$ cat src/rtl/coh_noc_cfg_apb_bridge_if.sv
// rtl/coh_noc_cfg_apb_bridge_if.sv - APB4 completer-side bus bundle for the config bridge
//
// Purpose: groups the APB request/response signals seen by coh_noc_cfg_apb_bridge.
// Signals:
//   psel, penable, pwrite  APB select / enable / direction (1 = write)
//   paddr[15:0]            APB byte address
//   pwdata[31:0]           APB write data
//   prdata[31:0]           APB read data, valid when pready=1
//   pready                 APB ready
//   pslverr                APB error, valid when pready=1
// Modports: master = APB requester (host), slave = APB completer (bridge).

interface coh_noc_cfg_apb_bridge_if;

  logic        psel;
  logic        penable;
  logic        pwrite;
  logic [15:0] paddr;
  logic [31:0] pwdata;
  logic [31:0] prdata;
  logic        pready;
  logic        pslverr;

  modport master (
    output psel,
    output penable,
    output pwrite,
    output paddr,
    output pwdata,
    input  prdata,
    input  pready,
    input  pslverr
  );

  modport slave (
    input  psel,
    input  penable,
    input  pwrite,
    input  paddr,
    input  pwdata,
    output prdata,
    output pready,
    output pslverr
  );

endinterface

$ cat src/rtl/coh_noc_cfg_apb_bridge.sv
// rtl/coh_noc_cfg_apb_bridge.sv - APB4 completer to CoH NoC configuration bus bridge
//
// Purpose: turns each APB access into one config-bus operation, waits for
// cfg_ready, and returns the result. Misaligned accesses and writes to
// non-exempt addresses while config_locked=1 are rejected at decode; every
// access that reaches the config bus is bounded by TIMEOUT_CYCLES wait cycles.
//
// Ports:
//   clk, rst_n         clock, asynchronous active-low reset
//   apb                APB completer bundle (coh_noc_cfg_apb_bridge_if.slave)
//   cfg_write          config write strobe (one cycle per write)
//   cfg_addr[15:0]     config address, held between accesses
//   cfg_wdata[31:0]    config write data, held between accesses
//   cfg_rdata[31:0]    config read data, valid while cfg_ready=1
//   cfg_ready          config bus ready
//   config_locked      configuration locked status, sampled at decode only
//
// Optional feature macro COH_NOC_CFG_BRIDGE_STATS_EN adds:
//   stat_clear              synchronous clear of all counters
//   stat_wr_count[15:0]     successful writes (saturating)
//   stat_rd_count[15:0]     successful reads (saturating)
//   stat_err_count[15:0]    errored responses and aborts (saturating)

module coh_noc_cfg_apb_bridge #(
  parameter int          TIMEOUT_CYCLES   = 64,
  parameter logic [15:0] LOCK_EXEMPT_ADDR = 16'h0000,
  parameter logic [31:0] ERR_RDATA        = 32'hDEAD_C0DE
) (
  input  logic                         clk,
  input  logic                         rst_n,
  coh_noc_cfg_apb_bridge_if.slave      apb,
  output logic                         cfg_write,
  output logic [15:0]                  cfg_addr,
  output logic [31:0]                  cfg_wdata,
  input  logic [31:0]                  cfg_rdata,
  input  logic                         cfg_ready,
  input  logic                         config_locked
`ifdef COH_NOC_CFG_BRIDGE_STATS_EN
  ,
  input  logic                         stat_clear,
  output logic [15:0]                  stat_wr_count,
  output logic [15:0]                  stat_rd_count,
  output logic [15:0]                  stat_err_count
`endif
);

  localparam logic [1:0] ST_IDLE  = 2'd0;
  localparam logic [1:0] ST_ISSUE = 2'd1;
  localparam logic [1:0] ST_WAIT  = 2'd2;
  localparam logic [1:0] ST_RESP  = 2'd3;

  localparam logic [7:0] TMO_LIMIT = 8'(TIMEOUT_CYCLES);

  logic [1:0]  state;
  logic [7:0]  tmo_cnt;
  logic        is_write;
  logic [31:0] prdata_q;
  logic        pready_q;
  logic        pslverr_q;

  logic        access;
  logic        dec_err;
  logic        abort;
  logic [7:0]  tmo_cnt_nxt;

  assign apb.prdata  = prdata_q;
  assign apb.pready  = pready_q;
  assign apb.pslverr = pslverr_q;

  assign access      = apb.psel && apb.penable;
  assign dec_err     = (apb.paddr[1:0] != 2'b00) ||
                       (apb.pwrite && config_locked && (apb.paddr != LOCK_EXEMPT_ADDR));
  // Dropping psel mid-operation is a protocol violation; the access is dropped silently.
  assign abort       = ((state == ST_ISSUE) || (state == ST_WAIT)) && !apb.psel;
  assign tmo_cnt_nxt = tmo_cnt + 8'd1;

  always_ff @(posedge clk or negedge rst_n) begin
    if (!rst_n) begin
      state     <= ST_IDLE;
      tmo_cnt   <= 8'd0;
      is_write  <= 1'b0;
      prdata_q  <= 32'd0;
      pready_q  <= 1'b0;
      pslverr_q <= 1'b0;
      cfg_write <= 1'b0;
      cfg_addr  <= 16'd0;
      cfg_wdata <= 32'd0;
    end else begin
      // Strobe-like outputs default low; each branch raises them for exactly one cycle.
      cfg_write <= 1'b0;
      pready_q  <= 1'b0;
      pslverr_q <= 1'b0;

      case (state)
        ST_IDLE: begin
          if (access) begin
            cfg_addr  <= apb.paddr;
            cfg_wdata <= apb.pwdata;
            is_write  <= apb.pwrite;
            if (dec_err) begin
              state     <= ST_RESP;
              pready_q  <= 1'b1;
              pslverr_q <= 1'b1;
              prdata_q  <= apb.pwrite ? 32'd0 : ERR_RDATA;
            end else begin
              state     <= ST_ISSUE;
              cfg_write <= apb.pwrite;
            end
          end
        end

        ST_ISSUE: begin
          tmo_cnt <= 8'd0;
          if (abort) begin
            state <= ST_IDLE;
          end else begin
            state <= ST_WAIT;
          end
        end

        ST_WAIT: begin
          if (abort) begin
            state <= ST_IDLE;
          end else if (cfg_ready) begin
            // A ready sample on the last permitted wait cycle still completes cleanly.
            state     <= ST_RESP;
            pready_q  <= 1'b1;
            pslverr_q <= 1'b0;
            prdata_q  <= is_write ? 32'd0 : cfg_rdata;
          end else begin
            tmo_cnt <= tmo_cnt_nxt;
            if (tmo_cnt_nxt == TMO_LIMIT) begin
              state     <= ST_RESP;
              pready_q  <= 1'b1;
              pslverr_q <= 1'b1;
              prdata_q  <= is_write ? 32'd0 : ERR_RDATA;
            end
          end
        end

        ST_RESP: begin
          state <= ST_IDLE;
        end

        default: begin
          state <= ST_IDLE;
        end
      endcase
    end
  end

`ifdef COH_NOC_CFG_BRIDGE_STATS_EN
  logic resp_ok_wr;
  logic resp_ok_rd;
  logic resp_err;

  // pslverr_q is high throughout RESP exactly when the response is an error.
  assign resp_ok_wr = (state == ST_RESP) && !pslverr_q && is_write;
  assign resp_ok_rd = (state == ST_RESP) && !pslverr_q && !is_write;
  assign resp_err   = ((state == ST_RESP) && pslverr_q) || abort;

  always_ff @(posedge clk or negedge rst_n) begin
    if (!rst_n) begin
      stat_wr_count  <= 16'd0;
      stat_rd_count  <= 16'd0;
      stat_err_count <= 16'd0;
    end else if (stat_clear) begin
      stat_wr_count  <= 16'd0;
      stat_rd_count  <= 16'd0;
      stat_err_count <= 16'd0;
    end else begin
      if (resp_ok_wr && (stat_wr_count != 16'hFFFF)) begin
        stat_wr_count <= stat_wr_count + 16'd1;
      end
      if (resp_ok_rd && (stat_rd_count != 16'hFFFF)) begin
        stat_rd_count <= stat_rd_count + 16'd1;
      end
      if (resp_err && (stat_err_count != 16'hFFFF)) begin
        stat_err_count <= stat_err_count + 16'd1;
      end
    end
  end
`endif

endmodule

$ cat src/flat_wrapper.sv
// flat-port wrapper written by rule: the top's interface ports become plain ports
module coh_noc_cfg_apb_bridge_flat 
#(
  parameter int          TIMEOUT_CYCLES   = 64,
  parameter logic [15:0] LOCK_EXEMPT_ADDR = 16'h0000,
  parameter logic [31:0] ERR_RDATA        = 32'hDEAD_C0DE
)
  (clk, rst_n, cfg_write, cfg_addr, cfg_wdata, cfg_rdata, cfg_ready, config_locked, apb_psel, apb_penable, apb_pwrite, apb_paddr, apb_pwdata, apb_prdata, apb_pready, apb_pslverr);
  coh_noc_cfg_apb_bridge_if apb_i ();
  input  logic clk;
  input  logic rst_n;
  output logic cfg_write;
  output logic [15:0] cfg_addr;
  output logic [31:0] cfg_wdata;
  input  logic [31:0] cfg_rdata;
  input  logic cfg_ready;
  input  logic config_locked;
  input wire logic [$bits(apb_i.psel)-1:0] apb_psel;
  input wire logic [$bits(apb_i.penable)-1:0] apb_penable;
  input wire logic [$bits(apb_i.pwrite)-1:0] apb_pwrite;
  input wire logic [$bits(apb_i.paddr)-1:0] apb_paddr;
  input wire logic [$bits(apb_i.pwdata)-1:0] apb_pwdata;
  output wire logic [$bits(apb_i.prdata)-1:0] apb_prdata;
  output wire logic [$bits(apb_i.pready)-1:0] apb_pready;
  output wire logic [$bits(apb_i.pslverr)-1:0] apb_pslverr;
  assign apb_i.psel = apb_psel;
  assign apb_i.penable = apb_penable;
  assign apb_i.pwrite = apb_pwrite;
  assign apb_i.paddr = apb_paddr;
  assign apb_i.pwdata = apb_pwdata;
  assign apb_prdata = apb_i.prdata;
  assign apb_pready = apb_i.pready;
  assign apb_pslverr = apb_i.pslverr;
  coh_noc_cfg_apb_bridge #(.TIMEOUT_CYCLES(TIMEOUT_CYCLES), .LOCK_EXEMPT_ADDR(LOCK_EXEMPT_ADDR), .ERR_RDATA(ERR_RDATA)) u_core (.clk(clk), .rst_n(rst_n), .apb(apb_i), .cfg_write(cfg_write), .cfg_addr(cfg_addr), .cfg_wdata(cfg_wdata), .cfg_rdata(cfg_rdata), .cfg_ready(cfg_ready), .config_locked(config_locked));
endmodule
$ cat config.mk
export PLATFORM = sky130hd
export DESIGN_NAME = coh_noc_cfg_apb_bridge_flat
export DESIGN_NICKNAME = d
export VERILOG_FILES = /design/src/rtl/coh_noc_cfg_apb_bridge_if.sv /design/src/rtl/coh_noc_cfg_apb_bridge.sv /design/src/flat_wrapper.sv
export SDC_FILE = /design/constraint.sdc
export NUM_CORES = 1
export LEC_CHECK = 0
export CORE_ASPECT_RATIO = 0.5
export CORE_MARGIN = 4
export CORE_UTILIZATION = 43
export CTS_CLUSTER_SIZE = 8
export DETAILED_ROUTE_END_ITERATION = 6
export PLACE_DENSITY = 0.8
export SYNTH_ARGS = -nofsm -noshare
export SYNTH_HDL_FRONTEND = slang
export SYNTH_SLANG_ARGS = --single-unit
$ cat constraint.sdc
create_clock -name clk -period 2.6 [get_ports clk]
set_input_delay 0.52 -clock clk [delete_from_list [all_inputs] [get_ports clk]]
set_output_delay 0.52 -clock clk [all_outputs]
set_load 0.005 [all_outputs]
Word level (Yosys, flattened, before mapping)

Cells that the tools add are included.

Input port bits: 87
Bits in registers: 94
Output and inout port bits: 83

Muxes and demuxes: 31
Reductions and logical operators: 16
Eq/ne operators: 10
Add/sub/neg operators: 1

Operator list:

| operator                                                                 | number |
|---|---|
| 32-bit 2-to-1 mux                                                        | 8 |
| 32-bit case mux with 2 select lines                                      | 1 |
| 8-bit 2-to-1 mux                                                         | 2 |
| 8-bit case mux with 2 select lines                                       | 1 |
| 16-bit nonzero test                                                      | 1 |
| 2-bit 2-to-1 mux                                                         | 6 |
| 1-bit 2-to-1 mux                                                         | 10 |
| 8-bit by 1-bit adder with 8-bit output (second input constant)           | 1 |
| 8-bit by 7-bit == test with 1-bit output (second input constant)         | 1 |
| 2-bit case mux with 4 select lines                                       | 1 |
| 2-bit nonzero test                                                       | 3 |
| 5-bit AND reduction                                                      | 1 |
| 2-bit == test (second input constant)                                    | 2 |
| 1-bit logical AND                                                        | 4 |
| 2-bit by 1-bit inequality test with 1-bit output (second input constant) | 2 |
| 2-bit inequality test (second input constant)                            | 2 |
| 4-bit by 3-bit inequality test with 1-bit output (second input constant) | 1 |
| 1-bit case mux with 2 select lines                                       | 2 |
| 2-bit AND reduction                                                      | 2 |
| 3-bit inequality test (second input constant)                            | 1 |
| 3-bit AND reduction                                                      | 1 |
| 2-bit by 1-bit == test with 1-bit output (second input constant)         | 1 |
| 2-bit zero test                                                          | 1 |
| 1-bit logical OR                                                         | 2 |
| 1-bit zero test                                                          | 1 |

Longest topological paths before layout

Word-level depth: 6
Gate-level depth with buffers: 8
Mapped depth without buffers: 7

Least setup slack after synthesis

No wires, ideal clock.

Kind: reg2reg
Start point: reg u_core.tmo_cnt[3]
End point: reg u_core.state[1]
Setup slack: 596 ps
Setup time: 128 ps
Cell stages (with the launch flop): 6
Arrival time: 1877 ps
Cells stage by stage: dfrtp_1 > nor4b_1 > a22oi_1 > or4_4 > a22oi_2 > mux2_1

Cells in the longest elaborated chain, start to end: 4

RTL lines:

| what                                                       | RTL line                      | RTL |
|---|---|---|
| start: declaration                                         | coh_noc_cfg_apb_bridge.sv:55  | `logic [7:0] tmo_cnt;` |
| start signal: assignment                                   | coh_noc_cfg_apb_bridge.sv:131 | `tmo_cnt <= tmo_cnt_nxt;` |
| 8-bit by 1-bit adder with 8-bit output                     | coh_noc_cfg_apb_bridge.sv:75  | `assign tmo_cnt_nxt = tmo_cnt + 8'd1;` |
| 8-bit by 7-bit == test with 1-bit output                   | coh_noc_cfg_apb_bridge.sv:132 | `if (tmo_cnt_nxt == TMO_LIMIT) begin` |
| 4-bit by 3-bit inequality test with 1-bit output (no line) | -                             |  |
| 2-bit AND reduction (no line)                              | -                             |  |
| end signal: assignment                                     | coh_noc_cfg_apb_bridge.sv:79  | `state <= ST_IDLE;` |
| end signal: assignment                                     | coh_noc_cfg_apb_bridge.sv:133 | `state <= ST_RESP;` |
| end signal: assignment                                     | coh_noc_cfg_apb_bridge.sv:142 | `state <= ST_IDLE;` |
| end: declaration                                           | coh_noc_cfg_apb_bridge.sv:54  | `logic [1:0] state;` |

No other way between the ends.
A chain may end at the register's enable or synchronous reset.

Worst setup path after layout

Start point: in apb_paddr[14]
End point: reg u_core.prdata_q[22] (netlist: u_core.apb.prdata[22])

Cells in the longest elaborated chain, start to end: 5

RTL lines:

| what                                                       | RTL line                      | RTL |
|---|---|---|
| start: declaration                                         | flat_wrapper.sv:21            | `input wire logic [$bits(apb_i.paddr)-1:0] apb_paddr;` |
| 16-bit nonzero test                                        | coh_noc_cfg_apb_bridge.sv:72  | `(apb.pwrite && config_locked && (apb.paddr != LOCK_EXEMPT_ADDR));` |
| 1-bit logical AND                                          | coh_noc_cfg_apb_bridge.sv:72  |  |
| 1-bit logical OR                                           | coh_noc_cfg_apb_bridge.sv:71  | `assign dec_err = (apb.paddr[1:0] != 2'b00) \|\|` |
| 2-bit by 1-bit inequality test with 1-bit output (no line) | -                             |  |
| 5-bit AND reduction (no line)                              | -                             |  |
| end signal: assignment                                     | coh_noc_cfg_apb_bridge.sv:104 | `prdata_q <= apb.pwrite ? 32'd0 : ERR_RDATA;` |
| end signal: assignment                                     | coh_noc_cfg_apb_bridge.sv:129 | `prdata_q <= is_write ? 32'd0 : cfg_rdata;` |
| end signal: assignment                                     | coh_noc_cfg_apb_bridge.sv:136 | `prdata_q <= is_write ? 32'd0 : ERR_RDATA;` |
| end: declaration                                           | coh_noc_cfg_apb_bridge.sv:57  | `logic [31:0] prdata_q;` |

No other way between the ends.

==> results.cfg <==
[outcome]
run_status = finished clean

[routing]
drt_first_pass_iters = 4
drt_iter0_drc = 161
via_count = 3537
drc_errors = 0
ant_nets = 0
wire_per_inst_um = 15.71
wirelength_um = 11370
vias_per_cell = 4.885

[critical_path]
crit_slowest_cell = clkdlybuf4s50_1
cp-start-kind = primary input
cp_max_fo = 13
critPathArrivalTime_ns = 2.60
crit_family = simple AND/OR/NAND/NOR gates
critical_path_buf_inv_count = 2
worst-setup-path-type = primary input to flop
max_stage_delay_ns = 0.44
critical_path.cell_chain = clkdlybuf4s50_1 > nor4_1 > buf_4 > a41oi_1 > o2bb2ai_1 > and4b_1 > a22o_1
cp.required_ns = 2.83
worstSetupEndpointType = flop

[sta]
finalHoldViolCount = 0
finalCritPeriodShare_pct = 91.23
slew_headroom_pct = 63.95
grt_setup_unrepaired = false
fin_skew_ns = 0.006688
tightestPinTransition_ns = 0.5408
max_clock_freq_ghz = 0.4216
drv_slew = 0
finalSetupViolCount = 0
layout_min_cycle_time_ns = 2.372

[place]
place_hpwl_um = 8399
postPlaceCellArea_um2 = 6047
gp_congestion = 0.8151
io_buffers = 169

[pwr]
power.switching_mw = 2.109
clkPwrFrac_pct = 20.6
p_int_mw = 4.788
pwr-share-comb_pct = 43.9
swShare_pct = 30.58
power_frac_seq_pct = 35.5
p_leak_nw = 2.950
ir_worst_vdd_v = 0.0005034
total_power_mw = 6.897
p_per_area_nw_per_um2 = 1083

[clock_network]
post_cts_buffers = 0
clkSlewWorstSetupHoldPaths_ns = 0.07
cts_buffers = 9
worstSkewPairLatency_ns = 0.34
cts_tree = built
cts_sinks = 94
root_buffer = clkbuf_16
cts_resized = 0
cts_hold_buffers = 0
cts_buffer_depth = 2
cts_max_level = 3

[global_route]
grt_usage_pct = 20.69
grt-busiest-layer = met2
grtUsageMet3_pct = 4.901
grt_pass1_wl_um = 18760
antenna_found_initial = 0
use_met1_pct = 25.13
gr-total-overflow = 0
grt_pass1_vias = 3651
grtUsageMet2_pct = 36.39
grt_max_degree = 51

[synthesis]
synth_edf_count = 0
synth-simple-area-share_pct = 21.39
netlist_area_um2 = 4154
synth_top_family_by_area = simple AND/OR/NAND/NOR gates
synth_compound_area_share_pct = 10.42
avgSynthCellArea_um2 = 10.08
synth_nets = 503
ys_ff_latch = 94
synthMuxAreaShare_pct = 7.199
netlist_instances = 412
synth-main-ff-cell = dfrtp_1
synth-async-reset-ratio_pct = 100.0
synth_fa_ha_area_share_pct = 1.205
seq_area_frac_synth_pct = 56.63
ys_warn_count = 0
synth-xor-area-share_pct = 0.2108
synthDistinctLibCells = 44

[floorplan]
coreArea_um2 = 9415
rows = 25
die_y_um = 77.50
die_w_um = 147
die_area_um2 = 11390
io_pins = 170
start_util_pct = 44.12

[cells_and_area]
nets = 675
final_common_cell = clkdlybuf4s50_1
mostFrequentLayoutCells = clkdlybuf4s50_1 (168), nand2_1 (157), dfrtp_1 (94)
drive_gt1_share_pct = 9.508
num-fill-cells = 720
fin_area_um2 = 6370
antenna_cells = 0
area.growth.synth_to_final_pct = 53.34

[flow_run]
drv_cap = 0

[min_path]
hp-class = primary input to asynchronous set/reset pin
## sequential cells by signal (all words and copies together) (netlist names)
| name | count |
|---|---|
| u_core.cfg_wdata | 32 |
| u_core.apb.pslverr | 1 |
| u_core.cfg_write | 1 |
| u_core.is_write | 1 |
| u_core.cfg_addr | 16 |
| u_core.apb.prdata | 32 |
| u_core.tmo_cnt | 8 |
| u_core.state | 2 |
| u_core.apb.pready | 1 |
## cell usage after synthesis (2+ instances only)
cell / instances / area (um^2)
nand4_1: 2 / 12.51
dfrtp_1: 94 / 2352
ha_1: 4 / 50.05
o21ai_0: 27 / 135.1
buf_2: 2 / 10.01
a21oi_1: 3 / 15.01
o21ai_1: 4 / 20.02
nor4_1: 4 / 25.02
a22o_1: 14 / 122.6
clkbuf_1: 17 / 63.81
nand2_1: 157 / 589.3
nor2_1: 5 / 18.77
nor2b_1: 19 / 118.9
a31oi_1: 3 / 18.77
mux2_4: 17 / 255.2
inv_1: 6 / 22.52
mux2_1: 3 / 33.78
nand3_1: 2 / 10.01
and3_1: 3 / 18.77
buf_6: 2 / 22.52
## through the flow
stage / hold WS, ns / cells / setup WS (ns) / setup TNS [ns] / utilization, %
6_report: 0.1364 / 724 / 0.2280 / 0 / 67.65
5_1_grt: 0.1671 / 724 / 0.1044 / 0 / 67.65
4_1_cts: 0.1441 / 724 / 0.2200 / 0 / 67.65
3_5_place_dp: 0.4609 / 708 / -0.1416 / -3.788 / 64.23
3_3_place_gp: 0.4560 / 708 / -0.1184 / -3.282 / 64.23
2_1_floorplan: 0.2244 / 412 / 0.5956 / 0 / -
## power groups by stage
stage	Combinational (mW)	Sequential [mW]	Clock (mW)
after floorplan	1.28	2.48	0
after global placement	2.98	2.44	0
after detailed placement	3.05	2.45	0
after CTS	3.06	2.45	1.46
after global routing	3.29	2.54	1.51
final	3.03	2.45	1.42
## metal layers
layer  routed length [um]  share of wire (%)
met5                    0                  0
met4                  303                2.7
met3                  421                3.7
met2                 5893                 52
met1                 4753                 42
## final timing paths
path / startpoint / end / slack (ns) / depth (start not counted)
max in group asynchronous: rst_n / u_core.cfg_addr[4]$_DFFE_PN0P_ / 1.73 / 2
min in group clk: u_core.cfg_addr[4]$_DFFE_PN0P_ / u_core.cfg_addr[4]$_DFFE_PN0P_ / 0.47 / 2
worst min register to register: u_core.cfg_addr[4]$_DFFE_PN0P_ / u_core.cfg_addr[4]$_DFFE_PN0P_ / 0.47 / 2
worst max-delay path: apb_paddr[14] / u_core.apb.prdata[22]$_DFFE_PN0P_ / 0.23 / 7
worst min-delay path: rst_n / u_core.cfg_wdata[11]$_DFFE_PN0P_ / 0.14 / 1
worst max register to register: u_core.state[0]$_DFFE_PN0P_ / u_core.apb.prdata[22]$_DFFE_PN0P_ / 0.29 / 6
## cell families after synthesis
| family | Yosys count |
|---|---|
| DFF | 94 |
| and+or+nand+nor | 201 |
| AOI/OAI and AO/OA | 63 |
| xor gates and xnor gates | 1 |
| adders and majority gates | 4 |
| muxes | 21 |
| buffers and inverters | 28 |
## final cells by class
| type | count | area, um^2 | area share [%] |
|---|---|---|---|
| Tap cell | 135 | 168.9 | 2.652 |
| Clock buffer | 10 | 229.0 | 3.595 |
| Clock inverter | 6 | 93.84 | 1.473 |
| Sequential cell | 94 | 2352 | 36.93 |
| Multi-Input combinational cell | 290 | 1684 | 26.44 |
| Timing Repair Buffer | 183 | 1819 | 28.56 |
| Inverter | 6 | 22.52 | 0.3536 |
(Power assumes the default switching activity.)
